==> config.mk <==
export PLATFORM = sky130hd
export DESIGN_NAME = heater_tx_modulator_flat
export DESIGN_NICKNAME = d
export VERILOG_FILES = /design/src/rtl/heater_tx_pkg.sv /design/src/rtl/heater_tx_modulator_if.sv /design/src/rtl/heater_tx_period_timer.sv /design/src/rtl/heater_tx_modulator.sv /design/src/flat_wrapper.sv
export SDC_FILE = /design/constraint.sdc
export NUM_CORES = 1
export LEC_CHECK = 0
export ABC_CLOCK_PERIOD_IN_PS = 3600
export CAP_MARGIN = 25
export CORE_MARGIN = 3
export CORE_UTILIZATION = 54
export DETAILED_ROUTE_END_ITERATION = 8
export PLACE_DENSITY = 0.81
export SLEW_MARGIN = 20
export SYNTH_ARGS = -nofsm -noshare
export SYNTH_HDL_FRONTEND = slang
export SYNTH_SLANG_ARGS = --single-unit
==> constraint.sdc <==
create_clock -name clk -period 3.6 [get_ports clk]
set_input_delay 0.72 -clock clk [delete_from_list [all_inputs] [get_ports clk]]
set_output_delay 0.72 -clock clk [all_outputs]
set_load 0.05 [all_outputs]
==> src/rtl/heater_tx_pkg.sv <==
// Shared definitions for the heater covert-channel transmitter.
//   - state_t       : transmitter FSM states
//   - MSG_W_DEF     : default message width
//   - CNT_W_DEF     : default period counter width
//   - MIN_PERIOD    : smallest effective SEND window
//   - clamp_period  : raises a requested period to MIN_PERIOD
// Optional build macro: HEATER_TX_MANCHESTER_EN.
// With the macro defined, each bit window is split into two halves, so a
// window needs at least 2 cycles.
package heater_tx_pkg;

  localparam int unsigned MSG_W_DEF = 32;
  localparam int unsigned CNT_W_DEF = 32;

`ifdef HEATER_TX_MANCHESTER_EN
  localparam int unsigned MIN_PERIOD = 2;
`else
  localparam int unsigned MIN_PERIOD = 1;
`endif

  typedef enum logic [1:0] {
    IDLE,
    SEND,
    GUARD,
    DONE
  } state_t;

  // Periods up to 64 bits wide are supported.
  function automatic logic [63:0] clamp_period(input logic [63:0] p);
    return (p < 64'(MIN_PERIOD)) ? 64'(MIN_PERIOD) : p;
  endfunction

endpackage

==> src/rtl/heater_tx_modulator_if.sv <==
// Message handshake bundle for heater_tx_modulator.
//   msg_valid/msg_ready : valid/ready handshake
//   msg_data            : payload, bit 0 is sent first
//   msg_len             : number of bits to send
//   bit_period          : heating-window cycles per bit
//   guard_period        : heater-off cycles after each bit
// master = message source, slave = modulator.
interface heater_tx_modulator_if #(
  parameter int unsigned MSG_W = heater_tx_pkg::MSG_W_DEF,
  parameter int unsigned CNT_W = heater_tx_pkg::CNT_W_DEF,
  parameter int unsigned LEN_W = 6
);
  logic             msg_valid;
  logic             msg_ready;
  logic [MSG_W-1:0] msg_data;
  logic [LEN_W-1:0] msg_len;
  logic [CNT_W-1:0] bit_period;
  logic [CNT_W-1:0] guard_period;

  modport master (
    output msg_valid, msg_data, msg_len, bit_period, guard_period,
    input  msg_ready
  );

  modport slave (
    input  msg_valid, msg_data, msg_len, bit_period, guard_period,
    output msg_ready
  );
endinterface

==> src/rtl/heater_tx_period_timer.sv <==
// Loadable down-counter used for both the heating window and the guard gap.
//   clk, rst_n : clock, asynchronous active-low reset
//   load       : load load_val (takes priority over en)
//   load_val   : new count
//   en         : decrement by one (stops at zero)
//   count      : current count
//   last       : count == 1, i.e. this is the final cycle of the interval
module heater_tx_period_timer #(
  parameter int unsigned CNT_W = 32
) (
  input  logic             clk,
  input  logic             rst_n,
  input  logic             load,
  input  logic [CNT_W-1:0] load_val,
  input  logic             en,
  output logic [CNT_W-1:0] count,
  output logic             last
);

  always_ff @(posedge clk or negedge rst_n) begin
    if (!rst_n) begin
      count <= '0;
    end else if (load) begin
      count <= load_val;
    end else if (en && (count != '0)) begin
      count <= count - CNT_W'(1);
    end
  end

  assign last = (count == CNT_W'(1));

endmodule

==> src/rtl/heater_tx_modulator.sv <==
// Covert-channel transmitter driving the RO heater bank enable.
// A message accepted over msg_if is sent LSB first. Each bit is a heating
// window of bit_period cycles (heater = bit value), followed by guard_period
// heater-off cycles. tx_done pulses for one cycle after the last bit.
//   clk, rst_n        : clock, asynchronous active-low reset
//   msg_if (slave)    : message handshake, lengths and periods
//   abort             : synchronous cancel in SEND/GUARD/DONE
//   ro_heating_enable : registered heater enable
//   busy              : high in SEND and GUARD
//   bit_index         : index of the bit being sent
//   tx_done           : completion pulse
// Optional build macro: HEATER_TX_MANCHESTER_EN (bit 1 = on then off,
// bit 0 = off then on, within each window).
module heater_tx_modulator
  import heater_tx_pkg::*;
#(
  parameter int unsigned MSG_W = MSG_W_DEF,
  parameter int unsigned CNT_W = CNT_W_DEF,
  parameter int unsigned LEN_W = 6
) (
  input  logic                  clk,
  input  logic                  rst_n,
  heater_tx_modulator_if.slave  msg_if,
  input  logic                  abort,
  output logic                  ro_heating_enable,
  output logic                  busy,
  output logic [LEN_W-1:0]      bit_index,
  output logic                  tx_done
);

  state_t           state;
  logic [MSG_W-1:0] data_r;
  logic [LEN_W-1:0] last_idx_r;
  logic [CNT_W-1:0] period_r;
  logic [CNT_W-1:0] guard_r;

  logic             accept;
  logic [CNT_W-1:0] eff_period;
  logic [LEN_W-1:0] eff_len;
  logic             bit_last;
  logic             guard_zero;

  logic             t_load;
  logic [CNT_W-1:0] t_val;
  logic [CNT_W-1:0] t_count;
  logic             t_last;

`ifdef HEATER_TX_MANCHESTER_EN
  // Count value on the last cycle of the first half window.
  logic [CNT_W-1:0] half_r;
`else
  logic unused_count_bits;
  assign unused_count_bits = ^t_count;
`endif

  assign msg_if.msg_ready = rst_n && (state == IDLE);
  assign busy             = (state == SEND) || (state == GUARD);
  assign accept           = msg_if.msg_valid && msg_if.msg_ready;
  assign eff_period       = CNT_W'(clamp_period(64'(msg_if.bit_period)));
  assign eff_len          = (msg_if.msg_len > LEN_W'(MSG_W)) ? LEN_W'(MSG_W) : msg_if.msg_len;
  assign bit_last         = (bit_index == last_idx_r);
  assign guard_zero       = (guard_r == '0);

  // One timer serves both windows: it is reloaded on every interval boundary.
  always_comb begin
    t_load = 1'b0;
    t_val  = period_r;
    if (accept) begin
      t_load = 1'b1;
      t_val  = eff_period;
    end else if ((state == SEND) && t_last) begin
      t_load = 1'b1;
      t_val  = guard_zero ? period_r : guard_r;
    end else if ((state == GUARD) && t_last) begin
      t_load = 1'b1;
    end
  end

  heater_tx_period_timer #(
    .CNT_W (CNT_W)
  ) u_timer (
    .clk      (clk),
    .rst_n    (rst_n),
    .load     (t_load),
    .load_val (t_val),
    .en       (busy),
    .count    (t_count),
    .last     (t_last)
  );

  // data_r shifts right per bit, so the current bit is always data_r[0].
  always_ff @(posedge clk or negedge rst_n) begin
    if (!rst_n) begin
      state             <= IDLE;
      data_r            <= '0;
      last_idx_r        <= '0;
      period_r          <= '0;
      guard_r           <= '0;
      bit_index         <= '0;
      ro_heating_enable <= 1'b0;
      tx_done           <= 1'b0;
`ifdef HEATER_TX_MANCHESTER_EN
      half_r            <= '0;
`endif
    end else begin
      tx_done <= 1'b0;
      case (state)
        IDLE: begin
          ro_heating_enable <= 1'b0;
          bit_index         <= '0;
          if (accept) begin
            data_r     <= msg_if.msg_data;
            period_r   <= eff_period;
            guard_r    <= msg_if.guard_period;
            last_idx_r <= eff_len - LEN_W'(1);
`ifdef HEATER_TX_MANCHESTER_EN
            half_r     <= eff_period - (eff_period >> 1) + CNT_W'(1);
`endif
            if (eff_len == '0) begin
              state   <= DONE;
              tx_done <= 1'b1;
            end else begin
              state             <= SEND;
              ro_heating_enable <= msg_if.msg_data[0];
            end
          end
        end
        SEND: begin
          if (abort) begin
            state             <= IDLE;
            ro_heating_enable <= 1'b0;
            bit_index         <= '0;
          end else if (t_last) begin
            if (!guard_zero) begin
              state             <= GUARD;
              ro_heating_enable <= 1'b0;
            end else if (bit_last) begin
              state             <= DONE;
              ro_heating_enable <= 1'b0;
              tx_done           <= 1'b1;
            end else begin
              bit_index         <= bit_index + LEN_W'(1);
              data_r            <= data_r >> 1;
              ro_heating_enable <= data_r[1];
            end
          end
`ifdef HEATER_TX_MANCHESTER_EN
          else if (t_count == half_r) begin
            ro_heating_enable <= ~data_r[0];
          end
`endif
        end
        GUARD: begin
          if (abort) begin
            state             <= IDLE;
            ro_heating_enable <= 1'b0;
            bit_index         <= '0;
          end else if (t_last) begin
            if (bit_last) begin
              state   <= DONE;
              tx_done <= 1'b1;
            end else begin
              state             <= SEND;
              bit_index         <= bit_index + LEN_W'(1);
              data_r            <= data_r >> 1;
              ro_heating_enable <= data_r[1];
            end
          end
        end
        DONE: begin
          state             <= IDLE;
          ro_heating_enable <= 1'b0;
          bit_index         <= '0;
        end
        default: state <= IDLE;
      endcase
    end
  end

endmodule

==> src/flat_wrapper.sv <==
// flat-port wrapper written by rule: the top's interface ports become plain ports
module heater_tx_modulator_flat import heater_tx_pkg::*;
#(
  parameter int unsigned MSG_W = MSG_W_DEF,
  parameter int unsigned CNT_W = CNT_W_DEF,
  parameter int unsigned LEN_W = 6
)
  (clk, rst_n, abort, ro_heating_enable, busy, bit_index, tx_done, msg_if_msg_valid, msg_if_msg_data, msg_if_msg_len, msg_if_bit_period, msg_if_guard_period, msg_if_msg_ready);
  heater_tx_modulator_if #(.MSG_W(MSG_W), .CNT_W(CNT_W), .LEN_W(LEN_W)) msg_if_i ();
  input  logic clk;
  input  logic rst_n;
  input  logic abort;
  output logic ro_heating_enable;
  output logic busy;
  output logic [LEN_W-1:0] bit_index;
  output logic tx_done;
  input wire logic [$bits(msg_if_i.msg_valid)-1:0] msg_if_msg_valid;
  input wire logic [$bits(msg_if_i.msg_data)-1:0] msg_if_msg_data;
  input wire logic [$bits(msg_if_i.msg_len)-1:0] msg_if_msg_len;
  input wire logic [$bits(msg_if_i.bit_period)-1:0] msg_if_bit_period;
  input wire logic [$bits(msg_if_i.guard_period)-1:0] msg_if_guard_period;
  output wire logic [$bits(msg_if_i.msg_ready)-1:0] msg_if_msg_ready;
  assign msg_if_i.msg_valid = msg_if_msg_valid;
  assign msg_if_i.msg_data = msg_if_msg_data;
  assign msg_if_i.msg_len = msg_if_msg_len;
  assign msg_if_i.bit_period = msg_if_bit_period;
  assign msg_if_i.guard_period = msg_if_guard_period;
  assign msg_if_msg_ready = msg_if_i.msg_ready;
  heater_tx_modulator #(.MSG_W(MSG_W), .CNT_W(CNT_W), .LEN_W(LEN_W)) u_core (.clk(clk), .rst_n(rst_n), .msg_if(msg_if_i), .abort(abort), .ro_heating_enable(ro_heating_enable), .busy(busy), .bit_index(bit_index), .tx_done(tx_done));
endmodule
# Yosys cells after proc, flatten, opt, wreduce, memory -nomap -nowiden
# Cells that the tools add are included.
# totals
register_bits	144
inputBits	106
output_inout_bits	10
wordCells	102
# classes
add_sub_neg	3
n_lt_le_gt_ge	2
eq_ne	16
muxes	54
n_reduce_logical	18
# ops
op	n
$mux 32	13
$pmux 32 s3	1
$mux 6	7
$eq 32x1->1 const B	1
$logic_not 32->1	1
$lt 32x1->1 const B	1
$reduce_bool 32->1	1
$sub 32x1->32 const B	1
$mux 1	20
$mux 2	9
$pmux 6 s3	1
$ne 3x2->1 const B	3
$ne 2x1->1 const B	4
$pmux 2 s4	1
$reduce_and 7->1	1
$add 6x1->6 const B	1
$eq 6x6->1	1
$gt 6x6->1 const B	1
$logic_not 6->1	1
$reduce_and 3->1	2
$sub 6x1->6 const B	1
$logic_and 1x1->1	5
$eq 2x2->1 const B	2
$ne 2x2->1 const B	2
12 further kinds	12

# Depth between registers and ports, before layout
# Gate-level depths: netlist of run 1.
# depth
word_depth	6
depth_mapped	10
mapped_depth_nobuf	8

# By module
# Synthesis of run 1 repeated with hierarchy kept, for this count alone.
# unflattened
hier_cells	849
area_unflattened_um2	7892.6
# by_module_without_submodules
module	instances	cells_per_inst	area_per_inst_um2	seq_area_each_um2
heater_tx_modulator	1	604	5795.6	2777.7
heater_tx_period_timer	1	245	2097.0	800.8

# Worst setup path before layout of run 1
# OpenSTA, ideal clock, no wires.
# synth_timing
kind	flip-flop to flip-flop
start	reg u_core.u_timer.count[22]
end	reg u_core.u_timer.count[2]
setup_time_ps	131
t_arrival_ps	2868
required_time_ps	3469
path_slack_ps	601
stages_incl_launch_ff	9
path_buffers	2
synth_period_minus_slack_ps	2999
cell_sequence	dfrtp_1 > or4_4 > or4_4 > or4_4 > or2_1 > buf_6 > buf_12 > a221oi_1 > o22ai_1
# synth_between
elab_chain_len	6
word_cells_on_any_way	12
classes_between	1 x eq/ne; 6 x mux; 5 x reduce/logical
# synth_rtl
element	line_no	source
start, declared	heater_tx_period_timer.sv:16	output logic [CNT_W-1:0] count,
start signal, assigned	heater_tx_period_timer.sv:24	count <= load_val;
start signal, assigned	heater_tx_period_timer.sv:26	count <= count - CNT_W'(1);
$eq 32x1->1	heater_tx_period_timer.sv:30	assign last = (count == CNT_W'(1));
$logic_and 1x1->1	heater_tx_modulator.sv:74	end else if ((state == GUARD) && t_last) begin
$mux 1	heater_tx_modulator.sv:74	
$mux 1	heater_tx_modulator.sv:71	end else if ((state == SEND) && t_last) begin
$mux 1	heater_tx_modulator.sv:68	if (accept) begin
$mux 32 or $reduce_bool 2->1 (tied branches)	n/a	
# Several ways; a longest one is shown, not always the timed one.
# A chain may end at the register's enable or synchronous reset.

# Final worst setup path of run 1
# layout_timing
start	reg u_core.u_timer.count[22]
end	reg u_core.u_timer.count[27]
# layout_between
elab_chain_len	6
word_cells_on_any_way	14
classes_between	1 x add/sub; 1 x eq/ne; 7 x mux; 5 x reduce/logical
# layout_rtl
element
branches (longest 6 deep; another with $sub 32x1->32)
# Parallel ways; which one is timed is not known. The select of a mux whose other input is x is not followed.

==> flow_results.xml, run 1 <==
<?xml version="1.0" encoding="UTF-8"?>
<metrics>
  <group name="run_status">
    <metric name="outcome" unit="">finished, final reports clean</metric>
  </group>
  <group name="placement">
    <metric name="place_worst_setup_slack" unit="ns">0.2704</metric>
    <metric name="placed_standard_cell_area" unit="mm²">0.008979</metric>
    <metric name="place.gp.congestion" unit="">0.9011</metric>
    <metric name="portBuffers" unit="">115</metric>
    <metric name="detailedPlacementHpwl" unit="µm">14710</metric>
  </group>
  <group name="yosys">
    <metric name="ys.warnings.count" unit="">0</metric>
    <metric name="synthCells" unit="">810</metric>
    <metric name="yosys_top_cell_area_share" unit="%">46.86</metric>
    <metric name="mappedNetlistNets" unit="">926</metric>
    <metric name="proportion_of_register_bits_with_asynchronous_set_or_reset_after_synthesis" unit="%">100.0</metric>
    <metric name="ys_types" unit="">53</metric>
    <metric name="synth_enable_flop_cells" unit="">0</metric>
    <metric name="mappedNetlistArea" unit="mm²">0.007636</metric>
    <metric name="synth_top_flop_cell" unit="">dfrtp_1</metric>
    <metric name="synth_area_leader_cell" unit="">dfrtp_1</metric>
    <metric name="synth.top_cells.by_area" unit="">dfrtp_1, nand2_1, mux2_2</metric>
    <metric name="syn_avg_cell_area" unit="µm²">9.427</metric>
    <metric name="synth-seq-area-share" unit="%">46.86</metric>
    <metric name="yosys_reg_bits" unit="">143</metric>
  </group>
  <group name="power_and_ir_drop">
    <metric name="power.switching" unit="W">0.002772</metric>
    <metric name="max-vdd-ir-drop" unit="V">0.0005731</metric>
    <metric name="power.share.switching" unit="%">36.50</metric>
    <metric name="total_leakage_power" unit="nW">4.187</metric>
    <metric name="seq_power_share" unit="%">40.9</metric>
    <metric name="power.density_cell_area" unit="mW/mm²">797.5</metric>
    <metric name="p_comb_share" unit="%">37.3</metric>
    <metric name="intPower" unit="W">0.004822</metric>
    <metric name="power.total" unit="W">0.007594</metric>
    <metric name="power.clock.fraction" unit="%">21.8</metric>
  </group>
  <group name="clocking">
    <metric name="clock_latency" unit="ns">0.42</metric>
    <metric name="cts.hold.buffers_added" unit="">0</metric>
    <metric name="cts_post_setup_buffers_inserted" unit="">0</metric>
    <metric name="clock-sinks" unit="">143</metric>
    <metric name="cts_root_cell" unit="">clkbuf_16</metric>
    <metric name="cts_max_level" unit="">4</metric>
    <metric name="clock_tree_from_tritoncts" unit="">done</metric>
    <metric name="cts.path.max_buffers" unit="">2</metric>
    <metric name="cts_made_buffers" unit="">17</metric>
    <metric name="clkSlewWorstSetupHoldPaths" unit="ns">0.06</metric>
    <metric name="cts.repair.resized" unit="">0</metric>
  </group>
  <group name="hold_path">
    <metric name="holdCritPathClass" unit="">in -&gt; async</metric>
  </group>
  <group name="timing">
    <metric name="timing.setup.tns" unit="ns">0</metric>
    <metric name="slew_headroom" unit="%">35.15</metric>
    <metric name="clock.fmax" unit="GHz">0.2968</metric>
    <metric name="fin_crit_sh" unit="%">93.58</metric>
    <metric name="timing.final.hold_violations" unit="">0</metric>
    <metric name="setup_viol" unit="">0</metric>
    <metric name="post-route-worst-setup-slack" unit="ns">0.2311</metric>
    <metric name="grt_setup_unrepaired" unit="">false</metric>
    <metric name="final_max_slew_viol_count" unit="">0</metric>
    <metric name="final_min_period" unit="ns">3.369</metric>
    <metric name="timing_worst_slew_pin_value" unit="ns">0.9691</metric>
    <metric name="clock_skews" unit="ns">0.01012</metric>
  </group>
  <group name="floorplanning">
    <metric name="chipWidth" unit="µm">124.9</metric>
    <metric name="floorplan.die_area" unit="mm²">0.01560</metric>
    <metric name="die_height" unit="µm">124.9</metric>
    <metric name="num_rows" unit="">42</metric>
    <metric name="initial_core_util" unit="%">56.32</metric>
    <metric name="ios" unit="">116</metric>
    <metric name="coreArea" unit="mm²">0.01356</metric>
  </group>
  <group name="layout">
    <metric name="fin_nets" unit="">1036</metric>
    <metric name="post-route-util" unit="%">70.24</metric>
    <metric name="antenna_cells_inserted" unit="">0</metric>
    <metric name="drive_above_1_share" unit="%">13.63</metric>
    <metric name="flow.area_growth_from_synthesis" unit="%">24.71</metric>
    <metric name="layout.cell_area.non_filler" unit="mm²">0.009523</metric>
  </group>
  <group name="worst_setup_path">
    <metric name="rrSetupSlack" unit="ns">0.23</metric>
    <metric name="wp_data_required" unit="ns">3.89</metric>
    <metric name="critPathKind" unit="">reg -&gt; reg</metric>
    <metric name="worstReg2RegStart" unit="">u_core.u_timer.count[22]</metric>
    <metric name="timing.critical_path.from_type" unit="">flop</metric>
    <metric name="rr_worst_depth" unit="">7</metric>
    <metric name="worst_ep_arrival_time" unit="ns">3.66</metric>
    <metric name="rr_endpoint" unit="">u_core.u_timer.count[27]</metric>
    <metric name="timing.critical_path.fanout_max" unit="">11</metric>
    <metric name="end_kind" unit="">flop</metric>
  </group>
  <group name="drt">
    <metric name="route.vias.total" unit="">6545</metric>
    <metric name="dr.first_iter.drc_count" unit="">625</metric>
    <metric name="totalWireLength" unit="µm">20770</metric>
    <metric name="routed_via_density" unit="">5.907</metric>
    <metric name="drc" unit="">0</metric>
    <metric name="wl_per_cell" unit="µm">18.74</metric>
    <metric name="residual_antenna_violating_net_count_after_detailed_routing" unit="">0</metric>
    <metric name="detailedRoute.firstPassIterationCount" unit="">7</metric>
  </group>
  <group name="grt">
    <metric name="grt_pass1_vias" unit="">6650</metric>
    <metric name="grt_remaining_overflow" unit="">0</metric>
    <metric name="antenna_found_initial" unit="">1</metric>
    <metric name="grt_start_max_net_pins" unit="">71</metric>
    <metric name="global_route_wire_length_before_repair" unit="µm">33920</metric>
    <metric name="grt_util_all_layers" unit="%">26.88</metric>
  </group>
  <group name="run">
    <metric name="max_cap_viol_count" unit="">0</metric>
  </group>
</metrics>
[cells in the final DEF (no fill, tap or decap), types with 6 or more instances in the layout]
cell type / n
nand2_1: 207
dfrtp_1: 143
clkdlybuf4s50_1: 113
mux2_2: 61
nor2_1: 49
nor4_1: 30
xor2_1: 23
buf_4: 23
o21ai_0: 20
a221oi_1: 20
nand3_1: 19
clkbuf_16: 17
nor3_1: 15
nand4_1: 15
inv_1: 13
mux2i_1: 13
xnor2_1: 13
a21oi_1: 12
ha_1: 10
a211oi_1: 8
o22ai_1: 8
and4_1: 6
[worst max-delay path: stages, from the launching register on]
cell      delay (ns)
dfrtp_1         0.41
or4_4           0.56
or4_4           0.51
or4_4           0.57
or2_1           0.47
buf_4           0.29
a221oi_1        0.33
a211oi_1        0.09
[per-stage QoR]
stage / hold WS (ns) / instances
final: 0.1275 / 1108
after global routing: 0.1218 / 1108
after CTS: 0.1201 / 1108
after global placement: 0.4535 / 1077
after floorplan: 0.4244 / 810
after detailed placement: 0.4637 / 1077
[kinds of logic (layout without fill, tap and decap cells)]
family / Yosys count / after routing / share of synthesized area, %
compound gates: 101 / 101 / 9.651
buf+inv: 59 / 181 / 3.392
xor+xnor: 36 / 36 / 4.129
mux: 77 / 77 / 11.14
flops: 143 / 143 / 46.86
fa+ha+maj: 10 / 10 / 1.639
simple gates: 384 / 384 / 23.19
[how the worst max path moves through the flow]
stage	from	endpoint	slack (ns)	depth (start not counted)
floorplan	u_core.u_timer.count[22]	u_core.u_timer.count[2]	0.60	8
global placement	u_core.u_timer.count[22]	u_core.u_timer.count[26]	0.35	7
detailed placement	u_core.u_timer.count[22]	u_core.u_timer.count[27]	0.27	7
CTS	u_core.u_timer.count[22]	u_core.u_timer.count[27]	0.26	7
global route	u_core.u_timer.count[22]	u_core.u_timer.count[26]	0.14	7
finish	u_core.u_timer.count[22]	u_core.u_timer.count[27]	0.23	7
[sequential cells by signal, indices dropped and copies added (netlist names)]
| name | cells |
|---|---|
| u_core.state | 2 |
| u_core.ro_heating_enable | 1 |
| u_core.u_timer.count | 32 |
| u_core.data_r | 31 |
| u_core.bit_index | 6 |
| u_core.last_idx_r | 6 |
| u_core.tx_done | 1 |
| u_core.guard_r | 32 |
| u_core.period_r | 32 |
[metal layers]
layer  global-route usage (%)  routed length (µm)  vias up  share of wire [%]
li1                         -                   -     3079                  -
met1                    33.79                8572     3144                 41
met2                    43.48                9859      289                 47
met3                    9.134                1813       33                8.7
met4                    9.821                 521        0                2.5
met5                        0                   0        -                  0
[area by class of cell]
type	count	area (µm²)
clock buffer	25	485.5
sequential	143	3578
inverter	13	48.80
timing repair buffer	137	1315
tap	176	220.2
clock inverter	6	58.81
fill	1041	4035
multi-input combinational	608	3816
[power by group through the flow]
stage / Sequential [W] / Clock [W] / Combinational [W]
after floorplan: 0.00288 / 0 / 0.00214
after global placement: 0.00307 / 0 / 0.00271
after detailed placement: 0.00309 / 0 / 0.00281
after CTS: 0.00308 / 0.00167 / 0.00285
after global routing: 0.00319 / 0.00173 / 0.00317
final: 0.00311 / 0.00165 / 0.00283
[synth_stat cells, drive strengths merged (5+ instances only)]
cell type,number
nor3,15
xor2,23
o21ai,20
dfrtp,143
a211oi,8
nor4,30
ha,10
inv,13
nand3,20
clkbuf,35
nand4,15
buf,11
mux2i,13
mux2,64
a221oi,24
o22ai,8
a21oi,13
nand2b,5
and2,5
and4,6
nor2,49
or4,8
and3,6
nand2,207
xnor2,13
Note: power is estimated with default switching activity, not from simulation.
==> run 2, diff against run 1 <==
--- a/config.mk
+++ b/config.mk
@@ -11,6 +11,7 @@
 export CORE_UTILIZATION = 54
 export DETAILED_ROUTE_END_ITERATION = 8
 export PLACE_DENSITY = 0.81
+export RECOVER_POWER = 100
 export SLEW_MARGIN = 20
 export SYNTH_ARGS = -nofsm -noshare
 export SYNTH_HDL_FRONTEND = slang
==> run 2 against run 1 <==
Effect of this change:
- fmax is 3.2% lower
- sequential cell count stayed put
- power is 0.53% lower
- non-clock buffer count stayed put
- sequential power hardly changed
- routed wire length hardly changed
- critical path depth stayed put
- critical endpoint is now u_core.u_timer.count[20]
==> flow_results.xml, run 2 (same netlist as run 1, synthesis figures left out) <==
<?xml version="1.0" encoding="UTF-8"?>
<metrics>
  <group name="run_status">
    <metric name="outcome" unit="">finished, final reports clean</metric>
  </group>
  <group name="floorplanning">
    <metric name="ios" unit="">116</metric>
    <metric name="chipWidth" unit="µm">124.9</metric>
    <metric name="floorplan.die_area" unit="mm²">0.01560</metric>
    <metric name="initial_core_util" unit="%">56.32</metric>
    <metric name="coreArea" unit="mm²">0.01356</metric>
    <metric name="die_height" unit="µm">124.9</metric>
    <metric name="num_rows" unit="">42</metric>
  </group>
  <group name="layout">
    <metric name="drive_above_1_share" unit="%">12.55</metric>
    <metric name="final_cell_mix" unit="">nand2_1, dfrtp_1, clkdlybuf4s50_1</metric>
    <metric name="final_common_cell" unit="">nand2_1</metric>
    <metric name="antenna_cells_inserted" unit="">0</metric>
    <metric name="fin_nets" unit="">1036</metric>
    <metric name="flow.area_growth_from_synthesis" unit="%">24.00</metric>
    <metric name="top_regs" unit="">u_core.guard_r: 32 flops, u_core.period_r: 32 flops, u_core.u_timer.count: 32 flops</metric>
    <metric name="fillerInstances" unit="">1050</metric>
  </group>
  <group name="timing">
    <metric name="setup_viol" unit="">0</metric>
    <metric name="timing.setup.tns" unit="ns">0</metric>
    <metric name="final_min_period" unit="ns">3.482</metric>
    <metric name="final_max_slew_viol_count" unit="">0</metric>
    <metric name="grt_setup_unrepaired" unit="">false</metric>
    <metric name="clock_skews" unit="ns">0.009639</metric>
    <metric name="clock.fmax" unit="GHz">0.2872</metric>
    <metric name="timing_worst_slew_pin_value" unit="ns">1.298</metric>
    <metric name="slew_headroom" unit="%">13.45</metric>
    <metric name="fin_crit_sh" unit="%">96.72</metric>
    <metric name="post-route-worst-setup-slack" unit="ns">0.1181</metric>
    <metric name="timing.final.hold_violations" unit="">0</metric>
  </group>
  <group name="clocking">
    <metric name="cts.path.max_buffers" unit="">2</metric>
    <metric name="cts.repair.resized" unit="">0</metric>
    <metric name="cts_max_level" unit="">4</metric>
    <metric name="cts.hold.buffers_added" unit="">0</metric>
    <metric name="cts_root_cell" unit="">clkbuf_16</metric>
    <metric name="clkSlewWorstSetupHoldPaths" unit="ns">0.06</metric>
    <metric name="clock_latency" unit="ns">0.42</metric>
    <metric name="cts_made_buffers" unit="">17</metric>
    <metric name="cts_post_setup_buffers_inserted" unit="">0</metric>
    <metric name="clock-sinks" unit="">143</metric>
    <metric name="clock_tree_from_tritoncts" unit="">done</metric>
  </group>
  <group name="run">
    <metric name="max_cap_viol_count" unit="">0</metric>
  </group>
  <group name="drt">
    <metric name="totalWireLength" unit="µm">20780</metric>
    <metric name="residual_antenna_violating_net_count_after_detailed_routing" unit="">0</metric>
    <metric name="routed_via_density" unit="">5.986</metric>
    <metric name="detailedRoute.firstPassIterationCount" unit="">5</metric>
    <metric name="route.vias.total" unit="">6632</metric>
    <metric name="dr.first_iter.drc_count" unit="">671</metric>
    <metric name="drc" unit="">0</metric>
    <metric name="wl_per_cell" unit="µm">18.76</metric>
  </group>
  <group name="placement">
    <metric name="detailedPlacementHpwl" unit="µm">14710</metric>
    <metric name="place.gp.congestion" unit="">0.9011</metric>
    <metric name="place_worst_setup_slack" unit="ns">0.2704</metric>
    <metric name="portBuffers" unit="">115</metric>
  </group>
  <group name="power_and_ir_drop">
    <metric name="power.density_cell_area" unit="mW/mm²">797.8</metric>
    <metric name="max-vdd-ir-drop" unit="V">0.0005709</metric>
    <metric name="power.total" unit="W">0.007554</metric>
    <metric name="total_leakage_power" unit="nW">4.186</metric>
  </group>
  <group name="worst_setup_path">
    <metric name="critPathKind" unit="">reg -&gt; reg</metric>
    <metric name="critical-path-max-stage-delay" unit="ns">0.61</metric>
    <metric name="rr_endpoint" unit="">u_core.u_timer.count[20]</metric>
    <metric name="worst_ep_arrival_time" unit="ns">3.77</metric>
    <metric name="cpMaxStageDelayCell" unit="">or4_1</metric>
    <metric name="rr_worst_depth" unit="">7</metric>
    <metric name="crit_top_cell" unit="">or4_4</metric>
    <metric name="cell_family_contributing_the_most_delay_on_the_critical_path" unit="">simple AND/OR/NAND/NOR gates</metric>
    <metric name="rrSetupSlack" unit="ns">0.12</metric>
    <metric name="end_kind" unit="">flop</metric>
    <metric name="path_buf_inv" unit="">1</metric>
    <metric name="timing.critical_path.from_type" unit="">flop</metric>
    <metric name="startpoint" unit="">u_core.u_timer.count[22]</metric>
    <metric name="crit_path_cell_trace" unit="">or4_4, or4_4, or4_1, or2_1, buf_4, a221oi_1, o22ai_1</metric>
    <metric name="timing.critical_path.fanout_max" unit="">11</metric>
    <metric name="wp_data_required" unit="ns">3.89</metric>
    <metric name="worstReg2RegStart" unit="">u_core.u_timer.count[22]</metric>
  </group>
  <group name="grt">
    <metric name="grt_pass1_vias" unit="">6650</metric>
    <metric name="grt_remaining_overflow" unit="">0</metric>
    <metric name="antenna_found_initial" unit="">1</metric>
    <metric name="grt_start_max_net_pins" unit="">71</metric>
    <metric name="global_route_wire_length_before_repair" unit="µm">33920</metric>
    <metric name="grt_util_all_layers" unit="%">26.88</metric>
  </group>
  <group name="hold_path">
    <metric name="holdCritPathClass" unit="">in -&gt; async</metric>
  </group>
</metrics>
## run 2: metrics by stage
stage	cells	util [%]	hold WS (ns)	instance area (µm²)
floorplan	810	-	0.4244	7636
global placement	1077	66.22	0.4535	8979
detailed placement	1077	66.22	0.4637	8979
CTS	1108	70.24	0.1201	9523
global route	1108	69.84	0.4912	9469
finish	1108	69.84	0.4702	9469
## run 2: power breakdown
part	internal [W]	switching [W]
clock network	0.000997	0.000650
registers	0.00240	0.000702
logic	0.00139	0.00141
## run 2: per-layer routing
| layer | GRT usage [%] | share of wire [%] | vias to the layer above |
|---|---|---|---|
| li1 | - | - | 3090 |
| met1 | 33.79 | 41 | 3179 |
| met2 | 43.48 | 47 | 307 |
| met3 | 9.134 | 9.3 | 54 |
| met4 | 9.821 | 3.1 | 2 |
| met5 | 0 | 0.034 | - |
## run 2: worst max-delay path by stage
stage                               end  slack [ns]  depth (start not counted)
6_report       u_core.u_timer.count[20]        0.12                          7
5_1_grt        u_core.u_timer.count[13]        0.08                          7
4_1_cts        u_core.u_timer.count[27]        0.26                          7
3_5_place_dp   u_core.u_timer.count[27]        0.27                          7
3_3_place_gp   u_core.u_timer.count[26]        0.35                          7
2_1_floorplan   u_core.u_timer.count[2]        0.60                          8
## run 2: layout make-up
class	instances	area (µm²)	share of cell area (%)
multi-input combinational	608	3799	40.12
inverter	13	48.80	0.5153
clock buffer	25	485.5	5.127
timing repair buffer	137	1279	13.50
sequential	143	3578	37.79
clock inverter	6	58.81	0.6210
tap	176	220.2	2.326
## run 2: worst reg2reg max path, delay by kind of cell, from the launching register on
kind	cells	cell delay (ns)
buffers and inverters	1	0.29
DFF	1	0.41
AOI/OAI and AO/OA	2	0.49
and+or+nand+nor	4	2.16
==> run 3, diff against run 2 <==
--- a/config.mk
+++ b/config.mk
@@ -5,12 +5,14 @@
 export SDC_FILE = /design/constraint.sdc
 export NUM_CORES = 1
 export LEC_CHECK = 0
+export ABC_AREA = 1
 export ABC_CLOCK_PERIOD_IN_PS = 3600
 export CAP_MARGIN = 25
 export CORE_MARGIN = 3
 export CORE_UTILIZATION = 54
+export CTS_CLUSTER_SIZE = 20
 export DETAILED_ROUTE_END_ITERATION = 8
-export PLACE_DENSITY = 0.81
+export PLACE_DENSITY = 0.8
 export RECOVER_POWER = 100
 export SLEW_MARGIN = 20
 export SYNTH_ARGS = -nofsm -noshare
==> run 3 against run 2 <==
Effect of this change:
- the flow now finishes with violations (capacitance limit, slew limit)
- critical endpoint is now u_core.u_timer.count[3]
- routed wire length rose by 4.3%
- sequential power fell by 8.4%
- hold slack got worse by 0.0062 ns
- largest cell class unchanged
==> flow_results.xml, run 3 <==
<?xml version="1.0" encoding="UTF-8"?>
<metrics>
  <group name="yosys">
    <metric name="yosysMostFrequentCell" unit="">nand2_1</metric>
    <metric name="ys_types" unit="">42</metric>
    <metric name="ys.warnings.count" unit="">0</metric>
    <metric name="yosys_top_cell_area_share" unit="%">42.08</metric>
    <metric name="mappedNetlistNets" unit="">1368</metric>
    <metric name="post_synth_simple_gate_area" unit="%">37.28</metric>
    <metric name="yosys_reg_bits" unit="">143</metric>
    <metric name="synth_mux_area_share" unit="%">0</metric>
    <metric name="synthTopCellsByCount" unit="">nand2_1, dfrtp_1, nor2_1</metric>
    <metric name="synth_area_leader_cell" unit="">dfrtp_1</metric>
    <metric name="syn_avg_cell_area" unit="µm²">6.793</metric>
    <metric name="proportion_of_register_bits_with_asynchronous_set_or_reset_after_synthesis" unit="%">100.0</metric>
    <metric name="post_synth_xor_area_fraction" unit="%">2.060</metric>
    <metric name="synth_enable_flop_cells" unit="">0</metric>
    <metric name="synth.top_cells.by_area" unit="">dfrtp_1, nand2_1, nor2_1</metric>
    <metric name="mappedNetlistArea" unit="mm²">0.008504</metric>
    <metric name="dominant_combinational_cell_family_by_area_after_synthesis" unit="">simple AND/OR/NAND/NOR gates</metric>
    <metric name="synth_top_flop_cell" unit="">dfrtp_1</metric>
    <metric name="synthCells" unit="">1252</metric>
    <metric name="synth_compound_area_share" unit="%">8.783</metric>
    <metric name="synth-seq-area-share" unit="%">42.08</metric>
    <metric name="synth_area_in_adders" unit="%">1.471</metric>
  </group>
  <group name="layout">
    <metric name="fillerInstances" unit="">1353</metric>
    <metric name="instances_no_fill" unit="">1569</metric>
    <metric name="final_common_cell" unit="">nand2_1</metric>
    <metric name="antenna_cells_inserted" unit="">0</metric>
    <metric name="top_regs" unit="">u_core.guard_r: 32 flops, u_core.period_r: 32 flops, u_core.u_timer.count: 32 flops</metric>
    <metric name="drive_above_1_share" unit="%">5.302</metric>
    <metric name="final_cell_mix" unit="">nand2_1, dfrtp_1, nor2_1</metric>
    <metric name="ff_latch_area" unit="mm²">0.003578</metric>
    <metric name="multiInputGateArea" unit="mm²">0.004213</metric>
    <metric name="flow.area_growth_from_synthesis" unit="%">21.48</metric>
    <metric name="fin_nets" unit="">1461</metric>
  </group>
  <group name="floorplanning">
    <metric name="initial_core_util" unit="%">55.53</metric>
    <metric name="die_height" unit="µm">131.5</metric>
    <metric name="floorplan.die_area" unit="mm²">0.01729</metric>
    <metric name="ios" unit="">116</metric>
    <metric name="num_rows" unit="">45</metric>
    <metric name="coreArea" unit="mm²">0.01531</metric>
    <metric name="chipWidth" unit="µm">131.5</metric>
  </group>
  <group name="drt">
    <metric name="detailedRoute.firstPassIterationCount" unit="">5</metric>
    <metric name="totalWireLength" unit="µm">21670</metric>
    <metric name="dr.first_iter.drc_count" unit="">593</metric>
    <metric name="routed_via_density" unit="">5.168</metric>
    <metric name="wl_per_cell" unit="µm">13.81</metric>
    <metric name="route.vias.total" unit="">8108</metric>
    <metric name="drc" unit="">0</metric>
    <metric name="residual_antenna_violating_net_count_after_detailed_routing" unit="">0</metric>
  </group>
  <group name="power_and_ir_drop">
    <metric name="total_leakage_power" unit="nW">5.221</metric>
    <metric name="power.clock.fraction" unit="%">21.6</metric>
    <metric name="p_comb_share" unit="%">44.6</metric>
    <metric name="power.share.switching" unit="%">43.43</metric>
    <metric name="max-vdd-ir-drop" unit="V">0.0009294</metric>
    <metric name="power.switching" unit="W">0.003644</metric>
    <metric name="power.density_cell_area" unit="mW/mm²">812.2</metric>
    <metric name="seq_power_share" unit="%">33.8</metric>
    <metric name="intPower" unit="W">0.004747</metric>
  </group>
  <group name="worst_setup_path">
    <metric name="critPathKind" unit="">reg -&gt; reg</metric>
    <metric name="timing.critical_path.from_type" unit="">flop</metric>
    <metric name="wp_data_required" unit="ns">3.96</metric>
    <metric name="end_kind" unit="">flop</metric>
    <metric name="worst_ep_arrival_time" unit="ns">3.26</metric>
    <metric name="timing.critical_path.fanout_max" unit="">36</metric>
  </group>
  <group name="run_status">
    <metric name="failed_checks" unit="">capacitance limit, slew limit</metric>
    <metric name="outcome" unit="">finished with violations</metric>
  </group>
  <group name="grt">
    <metric name="grt_remaining_overflow" unit="">0</metric>
    <metric name="grt_start_max_net_pins" unit="">144</metric>
    <metric name="grt_pass1_vias" unit="">7860</metric>
    <metric name="antenna_found_initial" unit="">0</metric>
    <metric name="global_route.usage.met2" unit="%">43.24</metric>
    <metric name="top_usage_layer_grt" unit="">met2</metric>
    <metric name="grt_util_met1" unit="%">33.42</metric>
    <metric name="grt_util_all_layers" unit="%">25.71</metric>
    <metric name="grt_util_met3" unit="%">5.398</metric>
    <metric name="global_route_wire_length_before_repair" unit="µm">37070</metric>
  </group>
  <group name="placement">
    <metric name="detailedPlacementHpwl" unit="µm">14840</metric>
    <metric name="place.gp.congestion" unit="">0.9051</metric>
    <metric name="portBuffers" unit="">115</metric>
    <metric name="cell_count_after_placement" unit="">1537</metric>
  </group>
  <group name="clocking">
    <metric name="cts_root_cell" unit="">clkbuf_16</metric>
    <metric name="cts.hold.buffers_added" unit="">0</metric>
    <metric name="clkSlewWorstSetupHoldPaths" unit="ns">0.06</metric>
    <metric name="cts.repair.resized" unit="">0</metric>
    <metric name="clock_latency" unit="ns">0.43</metric>
    <metric name="cts_made_buffers" unit="">17</metric>
    <metric name="clock-sinks" unit="">143</metric>
    <metric name="cts.path.max_buffers" unit="">2</metric>
    <metric name="cts_max_level" unit="">4</metric>
    <metric name="cts_post_setup_buffers_inserted" unit="">0</metric>
    <metric name="clock_tree_from_tritoncts" unit="">done</metric>
  </group>
  <group name="hold_path">
    <metric name="holdCritPathClass" unit="">reg -&gt; reg</metric>
  </group>
  <group name="run">
    <metric name="max_cap_viol_count" unit="">1</metric>
  </group>
  <group name="timing">
    <metric name="setup_viol" unit="">0</metric>
    <metric name="clock_skews" unit="ns">0.007628</metric>
    <metric name="timing_worst_slew_pin_value" unit="ns">1.956</metric>
    <metric name="timing.setup.tns" unit="ns">0</metric>
    <metric name="final_max_slew_viol_count" unit="">144</metric>
    <metric name="fin_crit_sh" unit="%">80.53</metric>
    <metric name="final_min_period" unit="ns">2.899</metric>
    <metric name="slew_headroom" unit="%">-30.37</metric>
    <metric name="timing.final.hold_violations" unit="">0</metric>
    <metric name="clock.fmax" unit="GHz">0.3450</metric>
    <metric name="grt_setup_unrepaired" unit="">false</metric>
  </group>
</metrics>
[run 3: area by class of cell]
class	instances	share of cell area, %
Multi-Input combinational cell	937	40.78
Clock buffer	20	4.324
Clock inverter	12	1.538
Inverter	118	4.287
Sequential cell	143	34.64
Tap cell	211	2.555
Timing Repair Buffer	128	11.88
[run 3: worst paths after layout]
kind	from	end	slack, ns	cells past startpoint
worst min-delay path	u_core.period_r[9]	u_core.period_r[9]	0.46	2
worst max-delay path	u_core.state[0]	u_core.u_timer.count[3]	0.70	10
max in group asynchronous	rst_n	u_core.period_r[9]	1.13	2
worst min register to register	u_core.period_r[9]	u_core.period_r[9]	0.46	2
min in group asynchronous	rst_n	u_core.guard_r[21]	1.21	2
worst max register to register	u_core.state[0]	u_core.u_timer.count[3]	0.70	10
[run 3: through the flow]
step | setup slack, ns | utilization (%) | power [W] | hold WS [ns] | instance area, µm²
finish | 0.7011 | 67.46 | 0.008391 | 0.4640 | 10330
global route | 0.4590 | 67.46 | 0.009141 | 0.4832 | 10330
CTS | 0.8355 | 67.75 | 0.008450 | 0.4662 | 10380
detailed placement | 0.7469 | 63.80 | 0.006581 | 0.4510 | 9771
global placement | 0.7353 | 63.80 | 0.006478 | 0.4446 | 9771
floorplan | 1.254 | - | 0.005607 | 0.4244 | 8504
[run 3: critical path, stage by stage, from the launching register on]
cell and delay, ns:
dfrtp_1 0.40, inv_1 0.08, ha_1 0.31, clkbuf_2 0.62, clkinv_1 0.38, nor2_1 0.25
buf_4 0.25, nand2_1 0.15, o21ai_0 0.26, inv_1 0.07, nand2_1 0.06
[run 3: logic make-up (layout without fill, tap and decap cells)]
| group | after synthesis | count (layout) |
|---|---|---|
| flip-flops | 143 | 143 |
| buffers and inverters | 172 | 278 |
| AND/OR/NAND/NOR | 773 | 773 |
| adder cells (fa/ha/maj) | 10 | 10 |
| AO/OA/AOI/OAI | 134 | 134 |
| XOR/XNOR | 20 | 20 |
[run 3: power by group through the flow]
stage          clock network, W  logic, W  registers, W
5_1_grt                 0.00192   0.00431       0.00292
2_1_floorplan                 0   0.00287       0.00274
4_1_cts                 0.00183   0.00380       0.00283
3_5_place_dp                  0   0.00375       0.00283
3_3_place_gp                  0   0.00366       0.00281
6_report                0.00181   0.00374       0.00284
[run 3: routing by layer]
| metal | vias to the layer above | share of wire (%) |
|---|---|---|
| met5 | - | 0 |
| met4 | 0 | 1.7 |
| met3 | 27 | 5.9 |
| met2 | 272 | 50 |
| met1 | 3730 | 43 |
| li1 | 4079 | - |
